File: src/rtl/exc_return_ctrl.sv
// Return-from-exception controller: nested saved-PC stack,
// pipeline drain sequencing and PC redirect on rfe.
module exc_return_ctrl #(
  parameter int DEPTH        = 4,
  parameter int DRAIN_CYCLES = 2
) (
  input  logic        clk,
  input  logic        reset,
  input  logic [31:0] iar_in,
  input  logic        iar_valid,
  input  logic        rfe,
  input  logic        stall,
  output logic [31:0] pc_out,
  output logic        pc_sel,
  output logic        flush,
  output logic        int_en,
  output logic [2:0]  depth,
  output logic        rfe_err,
  output logic        ovf_err
);

  localparam logic [1:0] IDLE     = 2'd0;
  localparam logic [1:0] DRAIN    = 2'd1;
  localparam logic [1:0] REDIRECT = 2'd2;

  localparam logic [2:0] DMAX  = 3'(DEPTH);
  localparam logic [2:0] DLOAD = 3'(DRAIN_CYCLES - 1);

  logic [1:0]  state_q, state_d;
  logic [2:0]  cnt_q, cnt_d;
  logic [2:0]  depth_q, depth_d;
  logic [31:0] stack_q [DEPTH];
  logic [31:0] stack_d [DEPTH];
  logic        int_en_q, int_en_d;
  logic        rfe_err_q, rfe_err_d;
  logic        ovf_err_q, ovf_err_d;
  logic [31:0] top;

  // Top-of-stack read; empty stack reads as zero.
  always_comb begin
    top = 32'h0;
    for (int i = 0; i < DEPTH; i++) begin
      if (3'(i + 1) == depth_q) top = stack_q[i];
    end
  end

  assign pc_out  = top;
  assign flush   = (state_q == DRAIN) || (state_q == REDIRECT);
  assign pc_sel  = (state_q == REDIRECT) && !iar_valid && !reset;
  assign int_en  = int_en_q;
  assign depth   = depth_q;
  assign rfe_err = rfe_err_q;
  assign ovf_err = ovf_err_q;

  // Next-state: a new exception always wins over a pending return.
  always_comb begin
    state_d   = state_q;
    cnt_d     = cnt_q;
    depth_d   = depth_q;
    stack_d   = stack_q;
    int_en_d  = int_en_q;
    rfe_err_d = rfe_err_q;
    ovf_err_d = ovf_err_q;
    if (iar_valid) begin
      state_d  = IDLE;
      cnt_d    = 3'd0;
      int_en_d = 1'b0;
      if (depth_q < DMAX) begin
        for (int i = 0; i < DEPTH; i++) begin
          if (3'(i) == depth_q) stack_d[i] = iar_in;
        end
        depth_d = depth_q + 3'd1;
      end else begin
        ovf_err_d = 1'b1;
      end
    end else begin
      unique case (state_q)
        IDLE: begin
          if (rfe) begin
            if (depth_q != 3'd0) begin
              state_d = DRAIN;
              cnt_d   = DLOAD;
            end else begin
              rfe_err_d = 1'b1;
            end
          end
        end
        DRAIN: begin
          if (!stall) begin
            if (cnt_q == 3'd0) state_d = REDIRECT;
            else cnt_d = cnt_q - 3'd1;
          end
        end
        REDIRECT: begin
          state_d = IDLE;
          if (depth_q != 3'd0) begin
            depth_d = depth_q - 3'd1;
            if (depth_q == 3'd1) int_en_d = 1'b1;
          end
        end
        default: state_d = IDLE;
      endcase
    end
  end

  // State registers with synchronous reset.
  always_ff @(posedge clk) begin
    if (reset) begin
      state_q   <= IDLE;
      cnt_q     <= 3'd0;
      depth_q   <= 3'd0;
      int_en_q  <= 1'b1;
      rfe_err_q <= 1'b0;
      ovf_err_q <= 1'b0;
      for (int i = 0; i < DEPTH; i++) stack_q[i] <= 32'h0;
    end else begin
      state_q   <= state_d;
      cnt_q     <= cnt_d;
      depth_q   <= depth_d;
      int_en_q  <= int_en_d;
      rfe_err_q <= rfe_err_d;
      ovf_err_q <= ovf_err_d;
      for (int i = 0; i < DEPTH; i++) stack_q[i] <= stack_d[i];
    end
  end

endmodule

File: config.mk
export PLATFORM = sky130hd
export DESIGN_NAME = exc_return_ctrl
export DESIGN_NICKNAME = d
export VERILOG_FILES = /design/src/rtl/exc_return_ctrl.sv
export SDC_FILE = /design/constraint.sdc
export NUM_CORES = 1
export LEC_CHECK = 0
export BUFFER_PORTS_ARGS = -buffer_cell sky130_fd_sc_hd__buf_4
export CORE_UTILIZATION = 45
export CTS_CLUSTER_SIZE = 20
export DETAILED_ROUTE_END_ITERATION = 8
export PLACE_DENSITY = 0.76
export SYNTH_ARGS = -nofsm -noshare
export SYNTH_HDL_FRONTEND = slang
export SYNTH_SLANG_ARGS = --single-unit
File: constraint.sdc
create_clock -name clk -period 2.1 [get_ports clk]
set_input_delay 0 -clock clk [delete_from_list [all_inputs] [get_ports clk]]
set_output_delay 0 -clock clk [all_outputs]
set_load 0.03 [all_outputs]
==> impl_metrics.py, run 1 <==
metrics = {
    "critical_path": {
        "crit_required_ps": 2100,
        "r2r_slack_ps": 150,
        "endpoint_kind": "primary output",
        "cp.arrival_ps": 2110,
        "path_max_fanout": 32,
        "startpoint_type": "flip-flop",
        "crit_type": "reg2out",
    },
    "detailed_routing": {
        "vias_per_cell": 5.393,
        "wl_um": 17630,
        "routed-wl-met3_um": 1018,
        "top_layer_used": "met4",
        "routed-wl-met2_um": 8499,
        "drtPass1Iterations": 6,
        "wl_per_cell_um": 15.41,
        "vias": 6170,
        "antenna_left": 0,
        "drc": 0,
        "drt_iter0_markers": 511,
        "met1Wirelength_um": 7814,
    },
    "die": {
        "rows": 42,
        "fp.dieH_um": 120.5,
        "die_w_um": 120.5,
        "ioPinCount": 77,
        "core_mm2": 0.01345,
        "start_util_pct": 46.94,
        "dieArea_mm2": 0.01451,
    },
    "power": {
        "ir_drop_v": 0.0006411,
        "power_mw": 7.166,
        "powerDensity_mw_per_mm2": 878.0,
        "p_leak_nw": 2.969,
    },
    "placed_design": {
        "place_area_mm2": 0.007036,
        "port_buffers": 76,
        "dp_hpwl_um": 10420,
        "globalplace.congestion": 0.8127,
    },
    "cells_and_area": {
        "regArea_mm2": 0.002791,
        "multi_input_comb_area_mm2": 0.003209,
        "finalNetCount": 1005,
        "nFillCells": 1195,
        "num_antenna_cells": 0,
        "synthToLayoutAreaGrowth_pct": 29.25,
        "fin_area_mm2": 0.008162,
        "drive_gt1_share_pct": 16.63,
    },
    "synthesis": {
        "yosys_warnings": 0,
        "syn_inst": 866,
        "synthTopCellsByArea": "dfxtp_1, nand2_1, a21oi_1",
        "ys_seq_area_share_pct": 44.07,
        "async_reset_ff_share_pct": 0,
        "synth_area_mm2": 0.006315,
        "yosys-top-cells-count": "nand2_1, a21oi_1, dfxtp_1",
        "yosysMostFrequentCell": "nand2_1",
        "synth_area_leader_cell": "dfxtp_1",
        "syn_avg_cell_area_um2": 7.292,
        "ys_ff_latch": 139,
        "syn_nets": 916,
        "synth_top_area_share_pct": 44.07,
        "synth_flop_cell": "dfxtp_1",
        "synth_edf_count": 0,
        "synth_cell_types": 38,
    },
    "global_route": {
        "grt_pass1_wl_um": 28220,
        "grt_max_degree": 98,
        "grt.overflow.total": 0,
        "antenna_found_initial": 0,
        "track_usage_pct": 24.86,
        "grt_pass1_vias": 5741,
    },
    "cts": {
        "cts_buffers": 17,
        "cts_buffer_depth": 2,
        "cts_sinks": 139,
        "postCtsSetupBuffers": 0,
        "worstSkewPairLatency_ps": 430,
        "cts_tree": "built",
        "htree_levels": 4,
        "cts.clk_slew.worst_paths_ps": 60,
        "cts-root-buf": "clkbuf_16",
    },
    "sta": {
        "max_slew_margin_pct": 65.35,
        "min_period_ps": 2108,
        "finalSetupViolCount": 1,
        "setup-tns-final_ps": -8.147,
        "tightest_slew_ps": 519.8,
        "hold_viol": 0,
        "slew_viol_final": 0,
        "max_freq_mhz": 474.4,
        "holdWs_ps": 15.05,
        "worst_clock_skew_ps": 6.084,
        "finalCritPeriodShare_pct": 100.4,
        "fin_ws_ps": -8.147,
    },
    "run_status": {
        "status": "finished with violations",
        "violations": "setup timing",
    },
    "worst_hold_path": {
        "hp-class": "in2reg",
    },
    "run": {
        "max_cap_violations": 0,
    },
}
## critical path, cell delays in order (launching register included)
cell and delay [ps]:
dfxtp_4 380, inv_2 90, ha_4 190, buf_12 160
nand3b_1 200, a21oi_2 160, a21oi_1 60, o21ai_1 220
buf_4 210
## cell type report
type | instances | area share, %
inverters | 9 | 0.4139
well taps | 176 | 2.698
multi-input cells | 646 | 39.32
clock buffers | 17 | 5.212
repair buffers | 142 | 15.55
clock inverters | 15 | 2.606
flip-flops and latches | 139 | 34.20
## what timing repair did
item                                   CTS  global route
resized for setup                       14            24
pin swaps                                0             1
gates cloned                             1             1
setup endpoints to repair               32            33
endpoints found under the hold margin  135             0
hold buffers                            35             0
## cell usage in the layout, fill, tap and decap left out, types with 2 or more instances in the layout
cell type,n
nand2_1,312
a21oi_1,174
dfxtp_1,136
buf_4,95
dlygate4sd3_1,35
nor2_1,23
o211ai_1,18
clkbuf_16,18
nand3_1,17
nand3b_1,16
a22oi_1,16
o21ai_1,11
ha_1,9
inv_1,7
o21ai_0,6
buf_12,6
nor2b_1,4
a21oi_2,4
and2_1,4
ha_4,4
inv_6,4
bufinv_16,4
buf_6,4
clkinv_4,3
inv_2,2
nor2_2,2
nand2b_1,2
a31oi_1,2
nand4_1,2
o21a_1,2
o31ai_1,2
a41oi_1,2
clkinvlp_4,2
dfxtp_4,2
## registers in the layout (all words and copies together), names as in the netlist
name,flops
depth,3
ovf_err,1
state_q,2
cnt_q,3
int_en,1
rfe_err,1
stack_q,128
## cells by family after synthesis
family / Yosys count / share of synthesized area [%]
fa+ha+maj: 13 / 2.576
flops: 139 / 44.07
compound gates: 243 / 21.44
xor+xnor: 1 / 0.1387
buf+inv: 81 / 6.340
mux: 2 / 0.3368
simple gates: 387 / 25.10
## final timing paths
| path | start | end | cells past startpoint |
|---|---|---|---|
| setup / recovery | depth[0] | pc_out[4] | 8 |
| hold / removal | reset | ovf_err | 2 |
| setup reg to reg | depth[0] | stack_q[38] | 7 |
| hold reg to reg | stack_q[82] | stack_q[82] | 2 |
## metrics by stage
| step | utilization [%] | std cells | setup WS (ps) |
|---|---|---|---|
| detailed placement | 52.30 | 1075 | 145.6 |
| global placement | 52.30 | 1075 | 235.3 |
| global route | 60.67 | 1144 | -23.27 |
| CTS | 59.96 | 1143 | -7.982 |
| floorplan | - | 866 | 28.93 |
| finish | 60.67 | 1144 | -8.147 |
## routing by layer
metal,vias to the layer above,track usage [%]
met5,-,0
li1,3054,-
met4,0,10.03
met2,213,40.91
met1,2877,32.05
met3,26,4.575
## report_power, final
part	total, mW	switching, mW	internal, mW
sequential	2.84	0.0719	2.76
combinational	1.08	0.665	0.410
clock	3.25	1.24	2.01
Note: power is estimated with default switching activity, not from simulation.
==> inputs of run 2 (changes only) <==
Settings changed: SETUP_SLACK_MARGIN set to 0.05.
==> impl_metrics.py, run 2 (same netlist as run 1, synthesis figures left out) <==
metrics = {
    "run_status": {
        "status": "finished, final reports clean",
    },
    "die": {
        "ioPinCount": 77,
        "dieArea_mm2": 0.01451,
        "die_w_um": 120.5,
        "start_util_pct": 46.94,
        "rows": 42,
        "fp.dieH_um": 120.5,
        "core_mm2": 0.01345,
    },
    "worst_hold_path": {
        "hp-class": "in2reg",
    },
    "critical_path": {
        "cp.arrival_ps": 2010,
        "r2r_slack_ps": 300,
        "cp_cell_sequence": "inv_2 > ha_4 > and2_4 > nor2b_4 > clkbuf_16 > nand2_2 > o211ai_1 > buf_4",
        "crit_type": "reg2out",
        "slowest_stage": "dfxtp_4",
        "max_stage_delay_ps": 380,
        "startpoint_type": "flip-flop",
        "crit_family": "buffers and inverters",
        "endpoint_kind": "primary output",
        "cp_num_buf_inv": 3,
        "path_max_fanout": 5,
        "crit_required_ps": 2100,
    },
    "global_route": {
        "grt_max_degree": 127,
        "track_usage_pct": 25.32,
        "antenna_found_initial": 0,
        "grt_pass1_vias": 5824,
        "grt_pass1_wl_um": 28900,
        "grt.overflow.total": 0,
    },
    "power": {
        "powerDensity_mw_per_mm2": 856.1,
        "ir_drop_v": 0.0006805,
        "p_leak_nw": 2.975,
    },
    "sta": {
        "max_slew_margin_pct": 62.20,
        "tightest_slew_ps": 567.0,
        "worst_clock_skew_ps": 5.633,
        "finalCritPeriodShare_pct": 95.91,
        "hold_viol": 0,
        "slew_viol_final": 0,
        "setup-tns-final_ps": 0,
        "holdWs_ps": 395.1,
        "finalSetupViolCount": 0,
        "rsz0062_at_grt": "true",
        "min_period_ps": 2014,
        "max_freq_mhz": 496.5,
    },
    "placed_design": {
        "port_buffers": 76,
        "dp_hpwl_um": 10580,
        "globalplace.congestion": 0.7928,
    },
    "cells_and_area": {
        "layout_common_cells": "nand2_1, a21oi_1, dfxtp_1, buf_4, dlygate4sd3_1",
        "nFillCells": 1191,
        "drive_gt1_share_pct": 18.11,
        "synthToLayoutAreaGrowth_pct": 30.20,
        "finalNetCount": 1009,
        "num_antenna_cells": 0,
        "top_register": "stack_q",
        "largest_reg_flops": 128,
        "final_common_cell": "nand2_1",
    },
    "detailed_routing": {
        "drtPass1Iterations": 5,
        "vias": 6285,
        "drc": 0,
        "drt_iter0_markers": 612,
        "antenna_left": 0,
        "vias_per_cell": 5.475,
        "wl_per_cell_um": 15.82,
        "wl_um": 18160,
    },
    "cts": {
        "cts_sinks": 139,
        "cts.clk_slew.worst_paths_ps": 60,
        "cts_buffer_depth": 2,
        "cts-root-buf": "clkbuf_16",
        "cts_buffers": 17,
        "htree_levels": 4,
        "cts_tree": "built",
        "worstSkewPairLatency_ps": 430,
    },
    "run": {
        "max_cap_violations": 0,
    },
}
## run 2: cell count changes in the layout (fill, tap and decap cells not counted), moves of 3 or more
cell / before / now
clkinvlp_4: 2 / 5
o21ai_1: 11 / 15
buf_4: 95 / 99
nand2_2: 0 / 8
o21ai_0: 6 / 1
inv_6: 4 / 1
nand2_1: 312 / 304
## run 2: path summary, 6_finish.rpt
check,end,start,cells past startpoint
setup / recovery,pc_out[28],depth[0],8
hold / removal,int_en,iar_valid,3
setup reg to reg,cnt_q[2],depth[2],5
hold reg to reg,stack_q[114],stack_q[114],2
## run 2: cell type report
cell class / instances / area (um^2) / share of cell area, %
clock buffer: 19 / 452.9 / 5.509
clock inverter: 13 / 167.7 / 2.039
inverter: 9 / 36.28 / 0.4413
multi-input combinational: 646 / 3254 / 39.58
sequential: 139 / 2794 / 33.98
tap: 176 / 220.2 / 2.678
timing repair buffer: 146 / 1296 / 15.77
## run 2: repair_timing
action                     CTS  global route
gates resized for setup     17            26
cloned                       1             1
hold buffers                36             0
setup endpoints to repair   32            32
hold endpoints to repair   135             0
pin swaps                    0             7
setup buffers                0             3
## run 2: stage by stage
| stage | setup WS (ps) | instances | util [%] | area (um^2) | total power, mW |
|---|---|---|---|---|---|
| after floorplan | 56.37 | 866 | - | 6322 | 3.503 |
| after global placement | 328.3 | 1075 | 52.23 | 7027 | 3.832 |
| after detailed placement | 212.4 | 1075 | 52.23 | 7027 | 3.845 |
| after CTS | 18.56 | 1144 | 60.03 | 8075 | 7.021 |
| after global routing | 21.35 | 1148 | 61.11 | 8222 | 7.306 |
| final | 85.83 | 1148 | 61.11 | 8222 | 7.038 |
## run 2: power by group
part | switching [mW] | total, mW | internal [mW]
clock network | 1.18 | 3.11 | 1.93
registers | 0.0820 | 2.85 | 2.76
logic | 0.670 | 1.08 | 0.413
total | 1.93 | 7.04 | 5.11
## run 2: worst reg2reg max path: stages, from the launching register on
cell and delay [ps]:
dfxtp_4 430, buf_4 230, nand2b_1 380, a21boi_4 150
or4_1 510, nand2_1 60
## run 2: metal layers
layer  part of all wire [%]  vias up  track usage, %  routed length, um
met5                      0        -               0                  0
met4                    1.7        0           10.49                302
met3                    7.3       23           6.462               1317
met2                     48      251           39.98               8644
met1                     43     2934           32.81               7898
li1                       -     3077               -                  -
